$ cat config.mk
export PLATFORM = sky130hd
export DESIGN_NAME = hazard_controller
export DESIGN_NICKNAME = d
export VERILOG_FILES = /design/src/rtl/hazard_controller.sv
export SDC_FILE = /design/constraint.sdc
export NUM_CORES = 1
export LEC_CHECK = 0
export BUFFER_PORTS_ARGS = -buffer_cell sky130_fd_sc_hd__buf_2
export CORE_AREA = 3 3 42 71
export DETAILED_ROUTE_END_ITERATION = 8
export DIE_AREA = 0 0 45 74
export PLACE_DENSITY_LB_ADDON = 0.08
export SYNTH_ARGS = -nofsm -noshare
export SYNTH_HDL_FRONTEND = slang
export SYNTH_SLANG_ARGS = --single-unit
$ cat constraint.sdc
create_clock -name clk -period 4.86 [get_ports clk]
set_input_delay 0.729 -clock clk [delete_from_list [all_inputs] [get_ports clk]]
set_output_delay 0.729 -clock clk [all_outputs]
set_load 0.05 [all_outputs]
$ cat src/rtl/hazard_controller.sv
// hazard_controller: EX-stage forwarding selects, load-use stall and
// taken-branch flush for a 5-stage pipeline. A shadow pipeline of
// {rd, write, load} tracks the EX, MEM and WB stages. The selects are
// registered so that they reach EX together with their instruction.
// Optional build macro HAZARD_PERF_CNT_EN adds saturating stall and flush
// counters as outputs.
module hazard_controller #(
  parameter int REG_ADDR_W = 5,
  parameter int NUM_SHADOW = 3
) (
  input  logic                  clk,
  input  logic                  rst_n,
  input  logic                  id_valid,
  input  logic [REG_ADDR_W-1:0] id_rs1,
  input  logic [REG_ADDR_W-1:0] id_rs2,
  input  logic                  id_use_rs1,
  input  logic                  id_use_rs2,
  input  logic [REG_ADDR_W-1:0] id_rd,
  input  logic                  id_reg_write,
  input  logic                  id_mem_read,
  input  logic                  ex_branch_taken,
  input  logic                  ext_hold,
  output logic [1:0]            srcA,
  output logic [1:0]            srcB,
  output logic                  stall_if_id,
  output logic                  bubble_ex,
  output logic                  flush_if_id
`ifdef HAZARD_PERF_CNT_EN
  ,
  output logic [31:0]           stall_count,
  output logic [31:0]           flush_count
`endif
);

  typedef enum logic [1:0] {RUN, LSTALL, FLUSH} state_t;

  typedef struct packed {
    logic [REG_ADDR_W-1:0] rd;
    logic                  wr;
    logic                  ld;
  } shadow_t;

  localparam logic [1:0] SEL_EXMEM = 2'b10;
  localparam logic [1:0] SEL_MEMWB = 2'b01;
  localparam logic [1:0] SEL_RF    = 2'b00;

  state_t  state_q, state_d;
  shadow_t sh_ex_q, sh_ex_d, sh_mem_q, sh_mem_d, sh_wb_q, sh_wb_d;
  logic [1:0] src_a_q, src_a_d, src_b_q, src_b_d;
  logic [1:0] fwd_a, fwd_b;
  logic       load_use;

  // A producer only counts if it writes a non-zero rd the consumer really reads.
  function automatic logic hit(input shadow_t p, input logic [REG_ADDR_W-1:0] idx,
                               input logic use_rs);
    return p.wr && (p.rd != '0) && (p.rd == idx) && use_rs;
  endfunction

  // Forwarding match, youngest producer first; WB needs none (write-first RF).
  always_comb begin
    fwd_a = hit(sh_ex_q, id_rs1, id_use_rs1) ? SEL_EXMEM :
            hit(sh_mem_q, id_rs1, id_use_rs1) ? SEL_MEMWB : SEL_RF;
    fwd_b = hit(sh_ex_q, id_rs2, id_use_rs2) ? SEL_EXMEM :
            hit(sh_mem_q, id_rs2, id_use_rs2) ? SEL_MEMWB : SEL_RF;
    load_use = id_valid && sh_ex_q.ld &&
               (hit(sh_ex_q, id_rs1, id_use_rs1) || hit(sh_ex_q, id_rs2, id_use_rs2));
  end

  // Next-state, control outputs and shadow shift; ext_hold freezes everything.
  always_comb begin
    // NOTE: every signal gets a default before any branch so no latch is inferred;
    // blocking assignments here let the shadow shift see this cycle's bubble_ex.
    state_d     = state_q;
    stall_if_id = 1'b0;
    bubble_ex   = 1'b0;
    flush_if_id = 1'b0;
    src_a_d     = src_a_q;
    src_b_d     = src_b_q;
    sh_ex_d     = sh_ex_q;
    sh_mem_d    = sh_mem_q;
    sh_wb_d     = sh_wb_q;
    if (!ext_hold) begin
      src_a_d = fwd_a;
      src_b_d = fwd_b;
      unique case (state_q)
        RUN: begin
          if (ex_branch_taken) begin
            flush_if_id = 1'b1;
            bubble_ex   = 1'b1;
            src_a_d     = SEL_RF;
            src_b_d     = SEL_RF;
            state_d     = FLUSH;
          end else if (load_use) begin
            stall_if_id = 1'b1;
            bubble_ex   = 1'b1;
            src_a_d     = SEL_RF;
            src_b_d     = SEL_RF;
            state_d     = LSTALL;
          end
        end
        LSTALL:  state_d = RUN;
        FLUSH:   state_d = RUN;
        default: state_d = RUN;
      endcase
      sh_wb_d  = sh_mem_q;
      sh_mem_d = sh_ex_q;
      sh_ex_d  = bubble_ex ? '0 :
                 '{rd: id_rd, wr: id_reg_write & id_valid, ld: id_mem_read & id_valid};
    end
  end

  // State, shadow and select registers.
  always_ff @(posedge clk or negedge rst_n) begin
    // NOTE: sequential state uses non-blocking assignments so all flops update together.
    if (!rst_n) begin
      state_q  <= RUN;
      sh_ex_q  <= '0;
      sh_mem_q <= '0;
      sh_wb_q  <= '0;
      src_a_q  <= SEL_RF;
      src_b_q  <= SEL_RF;
    end else begin
      state_q  <= state_d;
      sh_ex_q  <= sh_ex_d;
      sh_mem_q <= sh_mem_d;
      sh_wb_q  <= sh_wb_d;
      src_a_q  <= src_a_d;
      src_b_q  <= src_b_d;
    end
  end

  assign srcA = src_a_q;
  assign srcB = src_b_q;

  // Sanity: three tracked stages and a fully defined shadow pipeline out of reset.
  always @(posedge clk) begin
    if (rst_n) begin
      assert (NUM_SHADOW == 3);
      assert (!$isunknown(sh_wb_q));
    end
  end

`ifdef HAZARD_PERF_CNT_EN
  logic [31:0] stall_cnt_q, stall_cnt_d, flush_cnt_q, flush_cnt_d;

  // Saturating event counters; the control outputs are already 0 under ext_hold.
  always_comb begin
    stall_cnt_d = stall_cnt_q;
    flush_cnt_d = flush_cnt_q;
    if (!ext_hold && stall_if_id && (stall_cnt_q != 32'hFFFF_FFFF))
      stall_cnt_d = stall_cnt_q + 32'd1;
    if (!ext_hold && flush_if_id && (flush_cnt_q != 32'hFFFF_FFFF))
      flush_cnt_d = flush_cnt_q + 32'd1;
  end

  // Counter registers.
  always_ff @(posedge clk or negedge rst_n) begin
    if (!rst_n) begin
      stall_cnt_q <= '0;
      flush_cnt_q <= '0;
    end else begin
      stall_cnt_q <= stall_cnt_d;
      flush_cnt_q <= flush_cnt_d;
    end
  end

  assign stall_count = stall_cnt_q;
  assign flush_count = flush_cnt_q;
`endif

endmodule

# Yosys cells after proc, flatten, opt, wreduce, memory -nomap -nowiden
# Index checks and enable logic that the tools add are counted.
[totals]
mem_bits_ro = 0
n_memories = 0
elab_cells = 58
out_inout_bits = 7
mem_bits_rw = 0
register_bits = 19
latch_bits = 0
inputBits = 24
[op_classes]
n_eq_ne = 5
reduce_logical = 17
order_cmp = 0
n_shift = 0
bitwise = 3
addsub = 0
mux = 25
div = 0
n_mul = 0
[ops]
columns = ["cell", "count"]
rows = [
  ["2-bit 2-to-1 mux", 11],
  ["5-bit == test", 4],
  ["1-bit 2-to-1 mux", 13],
  ["1-bit logical AND", 12],
  ["5-bit nonzero test", 2],
  ["7-bit 2-to-1 mux", 1],
  ["3-bit != test, second input constant", 1],
  ["1-bit bitwise AND", 2],
  ["2-bit logical NOT", 1],
  ["2-bit AND reduction", 1],
  ["1-bit logical OR", 1],
  ["1-bit NOT", 1],
]

# Logic depth before layout (Yosys ltp)
# Gate-level depths: netlist of run 1.
[logic_depth]
depth_word = 11
depth_mapped = 5
mapped_depth_nobuf = 5

# Worst setup path before layout of run 1
# Ideal clock, no wire load.
[synth_timing]
kind = "input to output"
from = "in id_rs2[4]"
to = "out stall_if_id"
required_time_ns = 4.131
t_arrival_ns = 2.080
cell_stages = 5
path_buffers = 0
setup_slack_ns = 2.051
cell_sequence = "xor2_1 nor4_1 nand3_1 a21oi_1 and3_1"
[synth_via]
elab_chain_cells = 9
[synth_lines]
columns = ["item", "line_no", "rtl"]
rows = [
  ["start, declared", "15", "input logic [REG_ADDR_W-1:0] id_rs2,"],
  ["5-bit == test", "56", "return p.wr && (p.rd != '0) && (p.rd == idx) && use_rs;"],
  ["1-bit logical AND (2 in series)", "56", ""],
  ["1-bit logical OR", "66", "(hit(sh_ex_q, id_rs1, id_use_rs1) || hit(sh_ex_q, id_rs2, id_use_rs2));"],
  ["1-bit logical AND", "65", "load_use = id_valid && sh_ex_q.ld &&"],
  ["1-bit 2-to-1 mux", "93", "end else if (load_use) begin"],
  ["1-bit 2-to-1 mux", "87", "if (ex_branch_taken) begin"],
  ["1-bit 2-to-1 mux", "85", "unique case (state_q)"],
  ["1-bit 2-to-1 mux", "82", "if (!ext_hold) begin"],
  ["end, declared", "25", "output logic stall_if_id,"],
]
# Every way passes these cells.

# Final worst setup path of run 1
# Same ends and word-level chain as after synthesis.

==> results of run 1 <==
cells in the mapped netlist (2+ instances only):
| cell | count | area [um^2] |
|---|---|---|
| a21oi_1 | 2 | 10.0 |
| a32o_1 | 3 | 30.0 |
| clkbuf_1 | 3 | 11.3 |
| dfrtp_1 | 19 | 475 |
| mux2_2 | 6 | 67.6 |
| nand2_1 | 18 | 67.6 |
| nand3_1 | 7 | 35.0 |
| nor2_1 | 6 | 22.5 |
| nor3_1 | 3 | 15.0 |
| nor4_1 | 4 | 25.0 |
| o211ai_1 | 2 | 15.0 |
| o21ai_1 | 6 | 30.0 |
| o41ai_1 | 2 | 17.5 |
| xnor2_1 | 4 | 35.0 |
| xor2_1 | 16 | 140 |
routing by layer:
metal / share of wire (%) / track usage, % / wire (um) / up-vias
met5: 0 / 0 / 0 / -
met1: 38 / 19.5 / 973 / 429
met3: 4.5 / 2.18 / 114 / 5
met2: 55 / 31.9 / 1400 / 31
met4: 1.9 / 6.84 / 47 / 0
li1: - / - / - / 457
registers in the layout, indices dropped and copies added, names as in the netlist:
name and flops:
sh_mem_q 6, srcB 2, sh_ex_q 7, srcA 2
state_q 2
per-stage QoR:
| stage | area, um^2 | hold slack [ns] | std cells |
|---|---|---|---|
| after floorplan | 1080 | 0.433 | 111 |
| after CTS | 1300 | 0.412 | 168 |
| after global placement | 1250 | 0.465 | 164 |
| after detailed placement | 1250 | 0.471 | 164 |
| after global routing | 1300 | 0.433 | 168 |
| final | 1300 | 0.403 | 168 |
layout make-up:
type	instances	area (um^2)	share of cell area, %
Clock inverter	1	5.00	0.385
Sequential cell	19	475	36.6
Timing Repair Buffer	30	150	11.6
Inverter	1	3.75	0.289
Clock buffer	3	41.3	3.18
Multi-Input combinational cell	88	591	45.5
Tap cell	26	32.5	2.50
critical path, delay by kind of cell:
kind,cells,cell delay [ns]
and+or+nand+nor,3,0.69
xor gates and xnor gates,1,0.14
buffers and inverters,2,0.37
AOI/OAI and AO/OA,1,0.36
power by group through the flow:
stage	sequential (uW)	combinational, uW	clock, uW
3_3_place_gp	197	78.4	0
2_1_floorplan	191	54.5	0
3_5_place_dp	197	80.8	0
4_1_cts	194	81.2	112
5_1_grt	196	89.7	117
6_report	194	79.7	108
cell families (layout without fill, tap and decap cells):
group           count (synthesis)  in the layout  synth area share [%]
compound gates                 20             20                  14.0
mux                             6              6                  6.25
flops                          19             19                  44.0
xor+xnor                       20             20                  16.2
buf+inv                         4             35                  1.39
simple gates                   42             42                  18.2
path summary, 6_finish.rpt:
path	slack, ns	depth (start not counted)	endpoint
min	0.40	1	sh_ex_q[1]
max	1.85	7	stall_if_id
min reg2reg	0.48	2	srcA[0]
max reg2reg	3.01	4	srcB[0]
min in group clk	0.48	2	srcA[0]
max in group asynchronous	4.16	1	state_q[0]
==> impl_results.md, run 1 <==
* Finish-stage setup viols at 0
* Die X at 45 um
* WL/cell at 15.1 um
* Ant diodes at 0
* Row cnt at 24
* Element type at the critical path end: output pin
* Initial drt markers at 25
* Power share of the combinational group at 20.9%
* Most frequent cells in the layout: 30 x buf_2, 19 x dfrtp_1, 18 x nand2_1
* CP required at 4.13 ns
* Fmax at 0.333 GHz
* Flop and latch count out of synthesis at 19
* Yosys Warn Count at 0
* First-pass GRT wire length at 4.26 mm
* Die area at 3330 um^2
* I/O pin count at 31
* Switching Power at 114 uW
* Share of post-route cells with drive strength above 1 at 30.3%
* Most common cell after layout, fill and taps aside: buf_2
* Root buf cell: clkbuf_8
* Area Growth Syn to Fin at 20.1%
* Clock power frac at 28.3%
* Seq/Total Area, Yosys at 44.0%
* Vias per inst at 5.49
* Hold Buf Count CTS at 0
* Critical Path AT at 2.28 ns
* Largest fanout on the critical path at 5
* Syn Inst Count at 111
* Minimum clock period at 3.01 ns
* Peak VDD IR at 0.193 mV
* Reg2reg start: state_q[1]
* Worst Hold Class: in -> async
* Clk buf depth at 2
* Initial antenna violation count at 0
* Tcrit/Tclk final at 61.9%
* Flop pwr share at 50.8%
* Layout fillers at 255
* Power Internal at 267 uW
* Skew final at 0.00563 ns
* CP Class: in -> out
* Final core occ at 51.5%
* # DRC at 0
* Final hold violations at 0
* Number of global-route vias before repair at 955
* Post-Syn Area at 1080 um^2
* Initial Utilization at 42.9%
* H-tree levels at 1
* Pwr/cell area at 293 nW/um^2
* Via count at 922
* EDFF count, synth at 0
* Clock slew at reported path FFs at 0.07 ns
* Placer's final routability congestion estimate at 0.834
* Slowest cell on crit path: a21oi_1
* Routed Antenna Nets at 0
* Pleak at 0.000627 uW
* Setup TNS at 0 ns
* Worst path cell trace: buf_2, xor2_1, nor4_1, nand3_1, a21oi_1, and3_1, buf_2
* Status: completed
* Setup crit start: id_rs2[4]
* Skew-Pair Late Insertion Delay at 0.26 ns
* Ys flop type: dfrtp_1
* GRT Total Usage at 17.4%
* Largest net degree at the start of global routing at 24
* First drt pass iteration count at 4
* Die Span Y at 74 um
* Fin nets at 167
* Num CTS Buffers at 3
* Cell variety after synth at 25
* Crit path largest cell delay at 0.36 ns
* CTS tree: yes
* DRT Wirelength at 2.53 mm
* Crit path launch type: primary input
* Number of max-cap violations at 0
* Resize count post-CTS at 0
* Critical path's most frequent cell: buf_2
* Placement Setup Slack at 1.86 ns
* Mapped Nets at 135
* Setup bufs post-CTS at 0
* Sw Share at 29.9%
* Congestion Overflow GR at 0
* Core area at 2520 um^2
* RSZ-0062 raised after global routing: no
* Post-synth ARST share at 100%
* Final Max Slew Viols at 0
* Detailed placement HPWL at 2.06 mm
* Power, Total at 381 uW
* CTS sink cnt at 19
* Port Buf Inserts at 30
* Relative slew slack at 44.1%
* Post-layout worst setup margin at 1.85 ns
* Worst-Margin Slew at 0.838 ns
* Post-Syn Area per Cell at 9.74 um^2
(Power assumes the default switching activity.)
==> run 2, diff against run 1 <==
Settings changed: ABC_AREA set to 1, CORE_AREA 3 3 42 71 to 3 3 45 77, DIE_AREA 0 0 45 74 to 0 0 48 80.
Clock period 4.86 ns to 3.03 ns, I/O delays scaled along.
==> run 2 against run 1 <==
Register-to-register slack got worse by 1.4 ns. Sequential share of layout area shrank 5.1 points. Utilization is 0.050 points higher. Critical path type is now reg -> out. Largest cell class unchanged.
==> impl_results.md, run 2 <==
* Power Internal at 424 uW
* EDFF count, synth at 0
* Fin nets at 267
* Cell area after layout at 1510 um^2
* Met3 Usage GRT at 1.35%
* Reg2reg start: sh_ex_q[6]
* Most frequent cells in the layout: 84 x nand2_1, 35 x nor2_1, 30 x buf_2
* Flop and latch count out of synthesis at 19
* Die X at 48 um
* Worst Hold Class: in -> async
* RSZ-0062 raised after global routing: no
* Pleak at 0.000894 uW
* Via count at 1354
* Skew-Pair Late Insertion Delay at 0.26 ns
* Skew final at 0.000658 ns
* # DRC at 0
* First-pass GRT wire length at 5.46 mm
* CTS sink cnt at 19
* Initial antenna violation count at 0
* Clk buf depth at 2
* Final hold violations at 0
* Most common cell after layout, fill and taps aside: nand2_1
* Crit path largest cell delay at 0.45 ns
* Initial Utilization at 44.3%
* Congestion Overflow GR at 0
* Synth area leader: dfrtp_1
* Area Growth Syn to Fin at 16.4%
* DRT Wirelength at 3.27 mm
* Top post-synthesis cells by count: 84 x nand2_1, 35 x nor2_1, 20 x inv_1
* Setup bufs post-CTS at 0
* Root buf cell: clkbuf_8
* Resize count post-CTS at 0
* Post-Syn Area at 1300 um^2
* CP Class: reg -> out
* Crit path max-delay family: simple AND/OR/NAND/NOR gates
* Count leader, synth: nand2_1
* Placer's final routability congestion estimate at 0.881
* Setup TNS at 0 ns
* Initial drt markers at 30
* Status: completed
* Critical Path AT at 1.83 ns
* Largest fanout on the critical path at 10
* Setup crit start: sh_ex_q[6]
* Flop pwr share at 47.2%
* Syn Inst Count at 212
* CTS tree: yes
* Finish-stage setup viols at 0
* Post-synth ARST share at 100%
* Row cnt at 26
* Met1 usage at 23.4%
* Share of Yosys cell area claimed by the top area cell type at 36.7%
* Max FFs per register at 7
* Number of global-route vias before repair at 1264
* Port Buf Inserts at 30
* Clock power frac at 27.8%
* Switching Power at 209 uW
* Vias per inst at 5.01
* Die Span Y at 80 um
* WL/cell at 12.1 um
* Mapped Nets at 236
* Seq/Total Area, Yosys at 36.7%
* I/O pin count at 31
* Die area at 3840 um^2
* Placed cell area at 1460 um^2
* Relative slew slack at 70.1%
* Met2 Use GR at 34.0%
* Share of post-route cells with drive strength above 1 at 18.6%
* Element type at the critical path end: output pin
* Critical path's most frequent cell: nand2_1
* Detailed placement HPWL at 2.69 mm
* Worst-Margin Slew at 0.449 ns
* Buf/Inv on CP at 2
* Largest net degree at the start of global routing at 27
* Ys flop type: dfrtp_1
* Worst path cell trace: inv_2, nand2_1, nand2_1, nand2_1, nor2_1, nand3_1, nand2_2, nand2_4, a21oi_2, buf_2
* H-tree levels at 1
* Routed Antenna Nets at 0
* Busiest grt layer: met2
* CP required at 2.58 ns
* Number of max-cap violations at 0
* First drt pass iteration count at 4
* Minimum clock period at 2.29 ns
* Yosys Warn Count at 0
* Fin Hold WS at 0.126 ns
* Power share of the combinational group at 25.0%
* Top Registers: sh_ex_q x7, sh_mem_q x6
* Largest Register: sh_ex_q
* Slowest cell on crit path: dfrtp_1
* GRT Total Usage at 19.9%
* Top post-synthesis cells by area: dfrtp_1 37%, nand2_1 24%, nor2_1 10%
* Num CTS Buffers at 3
* Sw Share at 33.1%
* Hold Buf Count CTS at 0
* Fmax at 0.437 GHz
* Clock slew at reported path FFs at 0.07 ns
* Tcrit/Tclk final at 75.5%
* Cell variety after synth at 21
* Crit path launch type: flop
* Final Max Slew Viols at 0
* Pwr/cell area at 420 nW/um^2
* Post-Syn Area per Cell at 6.11 um^2
* Core area at 2930 um^2
* Peak VDD IR at 0.306 mV
* Ant diodes at 0
==> run 2: cell types whose count changed after synthesis, moves of 7 or more <==
| cell | delta |
|---|---|
| nand2_1 | +66 |
| nor2_1 | +29 |
| inv_1 | +19 |
| xor2_1 | -16 |
| nand3_1 | +10 |
| o21ai_0 | +7 |
==> run 2: power by group through the flow <==
stage	Sequential, uW	Combinational, uW	Clock [uW]
3_5_place_dp	304	161	0
5_1_grt	303	184	191
2_1_floorplan	296	111	0
4_1_cts	299	161	180
3_3_place_gp	304	160	0
6_report	299	158	176
==> run 2: path summary, 6_finish.rpt <==
| path | end | slack [ns] | cells past startpoint |
|---|---|---|---|
| max | bubble_ex | 0.74 | 10 |
| min | srcA[0] | 0.13 | 1 |
| max reg2reg | sh_ex_q[2] | 1.59 | 10 |
| min reg2reg | sh_ex_q[0] | 0.48 | 2 |
| max in group asynchronous | sh_mem_q[4] | 2.61 | 1 |
| min in group clk | sh_ex_q[6] | 0.42 | 3 |
==> run 2: area by class of cell <==
class | count | area (um^2)
multi-input cells | 162 | 702
fillers | 327 | 1420
well taps | 28 | 35.0
inverters | 27 | 101
clock buffers | 4 | 45.0
flip-flops and latches | 19 | 475
repair buffers | 30 | 150
==> run 2: per-layer routing <==
layer / routed length [um] / vias to the layer above
met5: 0 / -
met4: 104 / 0
met3: 87 / 9
met2: 1740 / 31
met1: 1340 / 606
li1: - / 708
==> run 2: per-stage QoR <==
stage / worst slack (ns) / power, uW / util, % / instances
6_report: 0.742 / 633 / 51.5 / 270
5_1_grt: 0.549 / 678 / 51.5 / 270
4_1_cts: 0.714 / 640 / 51.5 / 270
3_5_place_dp: 0.927 / 465 / 50.0 / 266
3_3_place_gp: 0.939 / 464 / 50.0 / 266
2_1_floorplan: 0.943 / 408 / - / 212
==> run 2: cell families after synthesis <==
group,Yosys count,synth area share (%)
buffers and inverters,31,9.17
and+or+nand+nor,145,46.0
DFF,19,36.7
xor gates and xnor gates,3,2.03
AOI/OAI and AO/OA,14,6.08
